[src/rtl/switch_allocator_if.sv]
// -----------------------------------------------------------------------------
// switch_allocator_if
// Bundle between the router datapath and the switch allocator.
//   master : drives head requests (req_valid_i, req_dest_i) and downstream
//            credit pulses (credit_inc_i); observes allocation results.
//   slave  : the allocator; drives crossbar selects (out_sel_o), output
//            enables (out_en_o), FIFO pops (in_pop_o), upstream credit
//            returns (credit_ret_o), credit counts (credit_cnt_o) and the
//            sticky error flags (err_o).
// Port index everywhere: N=0, S=1, E=2, W=3, L=4.
// -----------------------------------------------------------------------------
interface switch_allocator_if #(
   parameter int CREDITS = 4
);
   localparam int CW = $clog2(CREDITS + 1);

   logic [4:0]      req_valid_i;
   logic [14:0]     req_dest_i;
   logic [4:0]      credit_inc_i;
   logic [14:0]     out_sel_o;
   logic [4:0]      out_en_o;
   logic [4:0]      in_pop_o;
   logic [4:0]      credit_ret_o;
   logic [5*CW-1:0] credit_cnt_o;
   logic [1:0]      err_o;

   modport master (
      output req_valid_i, req_dest_i, credit_inc_i,
      input  out_sel_o, out_en_o, in_pop_o, credit_ret_o, credit_cnt_o, err_o
   );

   modport slave (
      input  req_valid_i, req_dest_i, credit_inc_i,
      output out_sel_o, out_en_o, in_pop_o, credit_ret_o, credit_cnt_o, err_o
   );
endinterface

[src/rtl/switch_allocator.sv]
// -----------------------------------------------------------------------------
// switch_allocator
// Credit-aware round-robin switch allocator for a five-port mesh router.
// Each output picks, in the same cycle, the first eligible input found by
// scanning from its priority pointer; the pointer then moves just past the
// winner. Per-output credit counters gate grants; every pop is echoed one
// cycle later as a credit return to the upstream router of that input.
//   clk  : router clock
//   rst  : synchronous, active-low reset
//   bus  : switch_allocator_if.slave (requests in, allocation results out)
// Parameters: CREDITS (downstream FIFO depth), PORT_MASK (existing ports).
// -----------------------------------------------------------------------------
module switch_allocator #(
   parameter int         CREDITS   = 4,
   parameter logic [4:0] PORT_MASK = 5'b11111
) (
   input  logic               clk,
   input  logic               rst,
   switch_allocator_if.slave  bus
);
   localparam int            CW       = $clog2(CREDITS + 1);
   localparam logic [CW-1:0] CRED_MAX = CW'(CREDITS);
   // Destination codes 5..7 map to "absent" so one lookup covers both
   // out-of-range and masked-off destinations.
   localparam logic [7:0]    DEST_OK  = {3'b000, PORT_MASK};

   logic [2:0]      ptr_reg    [5];
   logic [CW-1:0]   credit_reg [5];
   logic [4:0]      credit_ret_reg;
   logic [1:0]      err_reg;

   logic [2:0]      dest     [5];
   logic [4:0][4:0] elig;       // elig[o][i]
   logic [4:0]      grant;
   logic [2:0]      win      [5];
   logic [4:0]      pop;
   logic [4:0]      illegal;
   logic [4:0]      overflow;

   genvar gi, gj;

   // Per-input decode and illegal-destination detection (masked inputs ignored).
   generate
      for (gi = 0; gi < 5; gi++) begin : g_in
         assign dest[gi]    = bus.req_dest_i[3*gi +: 3];
         assign illegal[gi] = PORT_MASK[gi] & bus.req_valid_i[gi] & ~DEST_OK[dest[gi]];
      end
   endgenerate

   // Per-output eligibility, round-robin pick, pointer and credit state.
   generate
      for (gi = 0; gi < 5; gi++) begin : g_out
         logic       found;
         logic [2:0] pick;
         logic [3:0] sum;
         logic [2:0] idx;

         for (gj = 0; gj < 5; gj++) begin : g_elig
            assign elig[gi][gj] = bus.req_valid_i[gj] & PORT_MASK[gj] & PORT_MASK[gi]
                                & (dest[gj] == 3'(gi)) & (credit_reg[gi] != '0);
         end

         always_comb begin
            found = 1'b0;
            pick  = 3'd0;
            sum   = 4'd0;
            idx   = 3'd0;
            for (int k = 0; k < 5; k++) begin
               sum = {1'b0, ptr_reg[gi]} + 4'(k);
               idx = (sum >= 4'd5) ? 3'(sum - 4'd5) : 3'(sum);
               if (!found && elig[gi][idx]) begin
                  found = 1'b1;
                  pick  = idx;
               end
            end
         end

         assign grant[gi]    = found;
         assign win[gi]      = pick;
         // Overflow only counts when no grant consumes a credit this cycle.
         assign overflow[gi] = PORT_MASK[gi] & bus.credit_inc_i[gi] & ~found
                             & (credit_reg[gi] == CRED_MAX);

         assign bus.out_en_o[gi]          = rst & found;
         assign bus.out_sel_o[3*gi +: 3]  = (rst & found) ? pick : 3'd0;
         assign bus.credit_cnt_o[CW*gi +: CW] = credit_reg[gi];

         always_ff @(posedge clk) begin
            if (!rst) begin
               ptr_reg[gi]    <= 3'd0;
               credit_reg[gi] <= CRED_MAX;
            end else begin
               if (found) begin
                  ptr_reg[gi] <= (pick == 3'd4) ? 3'd0 : pick + 3'd1;
               end
               if (PORT_MASK[gi]) begin
                  if (found && !bus.credit_inc_i[gi]) begin
                     credit_reg[gi] <= credit_reg[gi] - 1'b1;
                  end else if (!found && bus.credit_inc_i[gi] && credit_reg[gi] != CRED_MAX) begin
                     credit_reg[gi] <= credit_reg[gi] + 1'b1;
                  end
               end
            end
         end
      end
   endgenerate

   // An input has one destination, so at most one output can select it.
   always_comb begin
      pop = 5'd0;
      for (int o = 0; o < 5; o++) begin
         if (grant[o]) begin
            pop[win[o]] = 1'b1;
         end
      end
   end

   assign bus.in_pop_o     = rst ? pop : 5'd0;
   assign bus.credit_ret_o = credit_ret_reg;
   assign bus.err_o        = err_reg;

   always_ff @(posedge clk) begin
      if (!rst) begin
         credit_ret_reg <= 5'd0;
         err_reg        <= 2'b00;
      end else begin
         credit_ret_reg <= pop;
         err_reg        <= err_reg | {|illegal, |overflow};
      end
   end
endmodule

[src/flat_wrapper.sv]
// flat-port wrapper written by rule: the top's interface ports become plain ports
module switch_allocator_flat 
#(
   parameter int         CREDITS   = 4,
   parameter logic [4:0] PORT_MASK = 5'b11111
)
  (clk, rst, bus_req_valid_i, bus_req_dest_i, bus_credit_inc_i, bus_out_sel_o, bus_out_en_o, bus_in_pop_o, bus_credit_ret_o, bus_credit_cnt_o, bus_err_o);
  switch_allocator_if #(.CREDITS(CREDITS)) bus_i ();
  input  logic clk;
  input  logic rst;
  input wire logic [$bits(bus_i.req_valid_i)-1:0] bus_req_valid_i;
  input wire logic [$bits(bus_i.req_dest_i)-1:0] bus_req_dest_i;
  input wire logic [$bits(bus_i.credit_inc_i)-1:0] bus_credit_inc_i;
  output wire logic [$bits(bus_i.out_sel_o)-1:0] bus_out_sel_o;
  output wire logic [$bits(bus_i.out_en_o)-1:0] bus_out_en_o;
  output wire logic [$bits(bus_i.in_pop_o)-1:0] bus_in_pop_o;
  output wire logic [$bits(bus_i.credit_ret_o)-1:0] bus_credit_ret_o;
  output wire logic [$bits(bus_i.credit_cnt_o)-1:0] bus_credit_cnt_o;
  output wire logic [$bits(bus_i.err_o)-1:0] bus_err_o;
  assign bus_i.req_valid_i = bus_req_valid_i;
  assign bus_i.req_dest_i = bus_req_dest_i;
  assign bus_i.credit_inc_i = bus_credit_inc_i;
  assign bus_out_sel_o = bus_i.out_sel_o;
  assign bus_out_en_o = bus_i.out_en_o;
  assign bus_in_pop_o = bus_i.in_pop_o;
  assign bus_credit_ret_o = bus_i.credit_ret_o;
  assign bus_credit_cnt_o = bus_i.credit_cnt_o;
  assign bus_err_o = bus_i.err_o;
  switch_allocator #(.CREDITS(CREDITS), .PORT_MASK(PORT_MASK)) u_core (.clk(clk), .rst(rst), .bus(bus_i));
endmodule
[config.mk]
export PLATFORM = sky130hd
export DESIGN_NAME = switch_allocator_flat
export DESIGN_NICKNAME = d
export VERILOG_FILES = /design/src/rtl/switch_allocator_if.sv /design/src/rtl/switch_allocator.sv /design/src/flat_wrapper.sv
export SDC_FILE = /design/constraint.sdc
export NUM_CORES = 1
export LEC_CHECK = 0
export BUFFER_PORTS_ARGS = -buffer_cell sky130_fd_sc_hd__clkbuf_2
export CORE_ASPECT_RATIO = 2
export CORE_MARGIN = 4
export CORE_UTILIZATION = 45
export DETAILED_ROUTE_END_ITERATION = 16
export PLACE_DENSITY = 0.74
export RECOVER_POWER = 100
export REMOVE_ABC_BUFFERS = 1
export SYNTH_ARGS = -nofsm -noshare
export SYNTH_HDL_FRONTEND = slang
export SYNTH_SLANG_ARGS = --single-unit
[constraint.sdc]
create_clock -name clk -period 6.4 [get_ports clk]
set_clock_uncertainty 0.15 [all_clocks]
set_input_delay 0.64 -clock clk [delete_from_list [all_inputs] [get_ports clk]]
set_output_delay 0.64 -clock clk [all_outputs]
set_load 0.005 [all_outputs]
==> impl_metrics.py <==
metrics = {
    "run_status": {
        "outcome": "finished, final reports clean",
    },
    "critical_path": {
        "crit-reg2reg-launch": "u_core.ptr_reg[4][1]",
        "critPathKind": "reg2out",
        "required_ps": 5610,
        "crit_path_end_kind": "output port",
        "critPathLaunch": "u_core.ptr_reg[3][1]",
        "cp-start-kind": "register",
        "cp_max_fo": 15,
        "cp.arrival_ps": 4900,
    },
    "die": {
        "die_h_um": 194,
        "start_util_pct": 46.1,
        "chipWidth_um": 101,
        "die_area_um2": 19600,
        "fp.coreArea_um2": 16900,
        "pin_count": 74,
        "num_rows": 67,
    },
    "clock_tree": {
        "cts.repair.resized": 0,
        "clockRootBuffer": "clkbuf_16",
        "clk_path_buf_depth": 2,
        "cts.sinks": 37,
        "cts_setup_buffers": 0,
        "htreeDepth": 2,
        "clk_latency_ps": 290,
        "clk_pin_slew_ps": 50,
        "cts_hold_buf": 0,
        "cts_made_buffers": 5,
        "cts_tree": "done",
    },
    "yosys": {
        "synth_ff_type": "edfxtp_1",
        "syn-mean-instance-area_um2": 7.40,
        "synth-seq-cells": 37,
        "synth_adder_area_share_pct": 11.3,
        "synth_compound_area_share_pct": 26.9,
        "yosysSeqAreaShare_pct": 13.3,
        "synth_edf_count": 30,
        "ys_warn_count": 0,
        "synth_cell_types": 97,
        "synth-simple-area-share_pct": 32.4,
        "netlist_area_um2": 7810,
        "syn_inst": 1055,
        "synth_xor_area_share_pct": 2.69,
        "synth_top_family_by_area": "simple AND/OR/NAND/NOR gates",
        "async_reset_ff_share_pct": 0,
        "synthMuxAreaShare_pct": 7.73,
    },
    "grt": {
        "grt-ovfl-total": 0,
        "grt_max_degree": 30,
        "grt_pass1_wl_um": 41600,
        "grt_pass1_vias": 8544,
        "grt_usage_pct": 26.1,
        "antenna_found_initial": 0,
    },
    "drt": {
        "detail_route.wl_per_cell_um": 20.2,
        "via_per_inst": 6.67,
        "drc": 0,
        "routed_wl_um": 26500,
        "dr.pass1.iters": 5,
        "ant_nets": 0,
        "via_count": 8770,
        "drtIter0Drc": 493,
    },
    "placement": {
        "placed_cells": 1306,
        "hpwlAfterDp_um": 21400,
        "routabilityCongestion": 0.986,
        "io_buffers": 73,
        "place_worst_setup_slack_ps": 1080,
    },
    "sta": {
        "finalSetupViolations": 0,
        "fin_crit_sh_pct": 89.0,
        "hold_viol": 0,
        "max_freq_ghz": 0.176,
        "finalWorstSetupSlack_ps": 705,
        "tightestPinTransition_ps": 1050,
        "rsz0062_at_grt": "false",
        "max_slew_margin_pct": 29.7,
        "min_period_ps": 5690,
        "slew_viol_final": 0,
        "fin_setup_tns_ps": 0,
    },
    "cells_and_area": {
        "seq_area_um2": 1040,
        "final_nets": 1200,
        "area_delta_synth_final_pct": 8.24,
        "final_common_cell": "nor2_1",
        "multi_input_area_um2": 6310,
        "filler_cell_count": 1738,
        "n_antenna_cell": 0,
        "final_cell_mix": "94 x nor2_1, 90 x nand2_1, 68 x inv_1",
        "drive_above_1_share_pct": 9.21,
        "finalNonFillerCells": 1314,
    },
    "power": {
        "power.density_nw_per_um2": 644,
        "comb_power_share_pct": 83.4,
        "p_total_mw": 5.44,
        "p_seq_share_pct": 11.3,
        "clkPwrFrac_pct": 5.2,
        "leakage_nw": 3.43,
        "p_int_mw": 2.30,
        "vdd_drop_max_mv": 0.549,
        "p_sw_share_pct": 57.6,
        "power_switching_mw": 3.14,
    },
    "worst_hold_path": {
        "min_from": "u_core.bus.err_o[1]",
        "hold_path_class": "reg2reg",
    },
    "job": {
        "drv_cap": 0,
    },
}
==> final timing paths <==
path	endpoint	slack, ps	cells past startpoint
max	bus_in_pop_o[1]	710	12
min	u_core.bus.err_o[1]	400	2
max reg2reg	u_core.credit_reg[4][2]	1000	15
min reg2reg	u_core.bus.err_o[1]	400	2
==> logic make-up (layout without fill, tap and decap cells) <==
logic type,Yosys count,in the layout
simple gates,466,466
flops,37,37
xor+xnor,24,24
fa+ha+maj,67,67
mux,52,52
buf+inv,111,163
compound gates,298,298
==> metrics by stage <==
stage / hold slack [ps] / instance area, µm² / util [%]
3_3_place_gp: 359 / 8340 / 49.3
6_report: 400 / 8450 / 49.9
3_5_place_dp: 390 / 8340 / 49.3
4_1_cts: 403 / 8510 / 50.2
2_1_floorplan: 320 / 7640 / -
5_1_grt: 434 / 8450 / 49.9
==> synth_stat cells, types with 5 or more instances <==
cell type	count	area share, %
nand2b_1	31	2.5
xnor2_1	21	2.4
o31ai_1	9	0.87
a21o_1	13	1.3
mux2i_1	40	5.1
ha_1	61	9.8
a32oi_1	6	0.67
nor4bb_1	5	0.64
nor3_1	31	2.0
or2_2	13	1.0
o21a_1	8	0.77
a21oi_1	60	3.8
inv_1	65	3.1
nor3b_1	8	0.77
clkbuf_1	32	1.5
a211oi_1	10	0.96
o21ai_0	41	2.6
buf_2	6	0.38
o211ai_1	21	2.0
or3_1	20	1.6
o221ai_1	7	0.79
o22ai_1	20	1.6
mux2_2	5	0.72
nand3_1	27	1.7
nand3b_1	5	0.48
a31oi_1	10	0.80
nand4_1	19	1.5
or4_1	8	0.77
nor2_1	94	4.5
a211o_1	7	0.79
o22a_1	6	0.67
nor4_1	18	1.4
nor2b_1	19	1.5
and2_1	28	2.2
mux4_2	6	1.7
nand4b_1	5	0.56
o2111ai_1	5	0.56
fa_1	6	1.5
a2111oi_0	5	0.56
edfxtp_1	30	12
and3_1	19	1.5
dfxtp_1	7	1.8
nand2_1	89	4.3
o21ai_1	7	0.45
==> power by group through the flow <==
| stage | clock network [mW] | logic, mW | registers (mW) |
|---|---|---|---|
| finish | 0.285 | 4.54 | 0.617 |
| global route | 0.300 | 4.95 | 0.634 |
| CTS | 0.288 | 4.52 | 0.615 |
| detailed placement | 0 | 4.49 | 0.620 |
| global placement | 0 | 4.43 | 0.616 |
| floorplan | 0 | 3.22 | 0.615 |
==> layout make-up <==
class	count	share of cell area, %
inverter	71	3.17
timing repair buffer	84	4.80
clock buffer	6	1.53
multi-input combinational	907	74.7
clock inverter	2	0.400
sequential	37	12.3
tap	207	3.07
==> critical path: stages, from the launching register on <==
cell	delay, ps
edfxtp_1	620
inv_1	270
ha_1	640
inv_1	230
o32a_1	430
o32ai_1	620
or2_2	250
nand2_1	90
o211ai_1	180
o21ai_0	360
and3_1	350
o41a_1	440
clkbuf_1	130
==> routing by layer <==
metal  vias to the layer above  track usage [%]  part of all wire [%]  wire length [µm]
met4                         0             16.8                   7.4              1960
met3                       141             2.30                   6.2              1630
li1                       4108                -                     -                 -
met2                       448             47.8                    52             13700
met5                         -                0                     0                 0
met1                      4073             27.3                    35              9140
No activity file was read; power rests on OpenSTA's default activity.
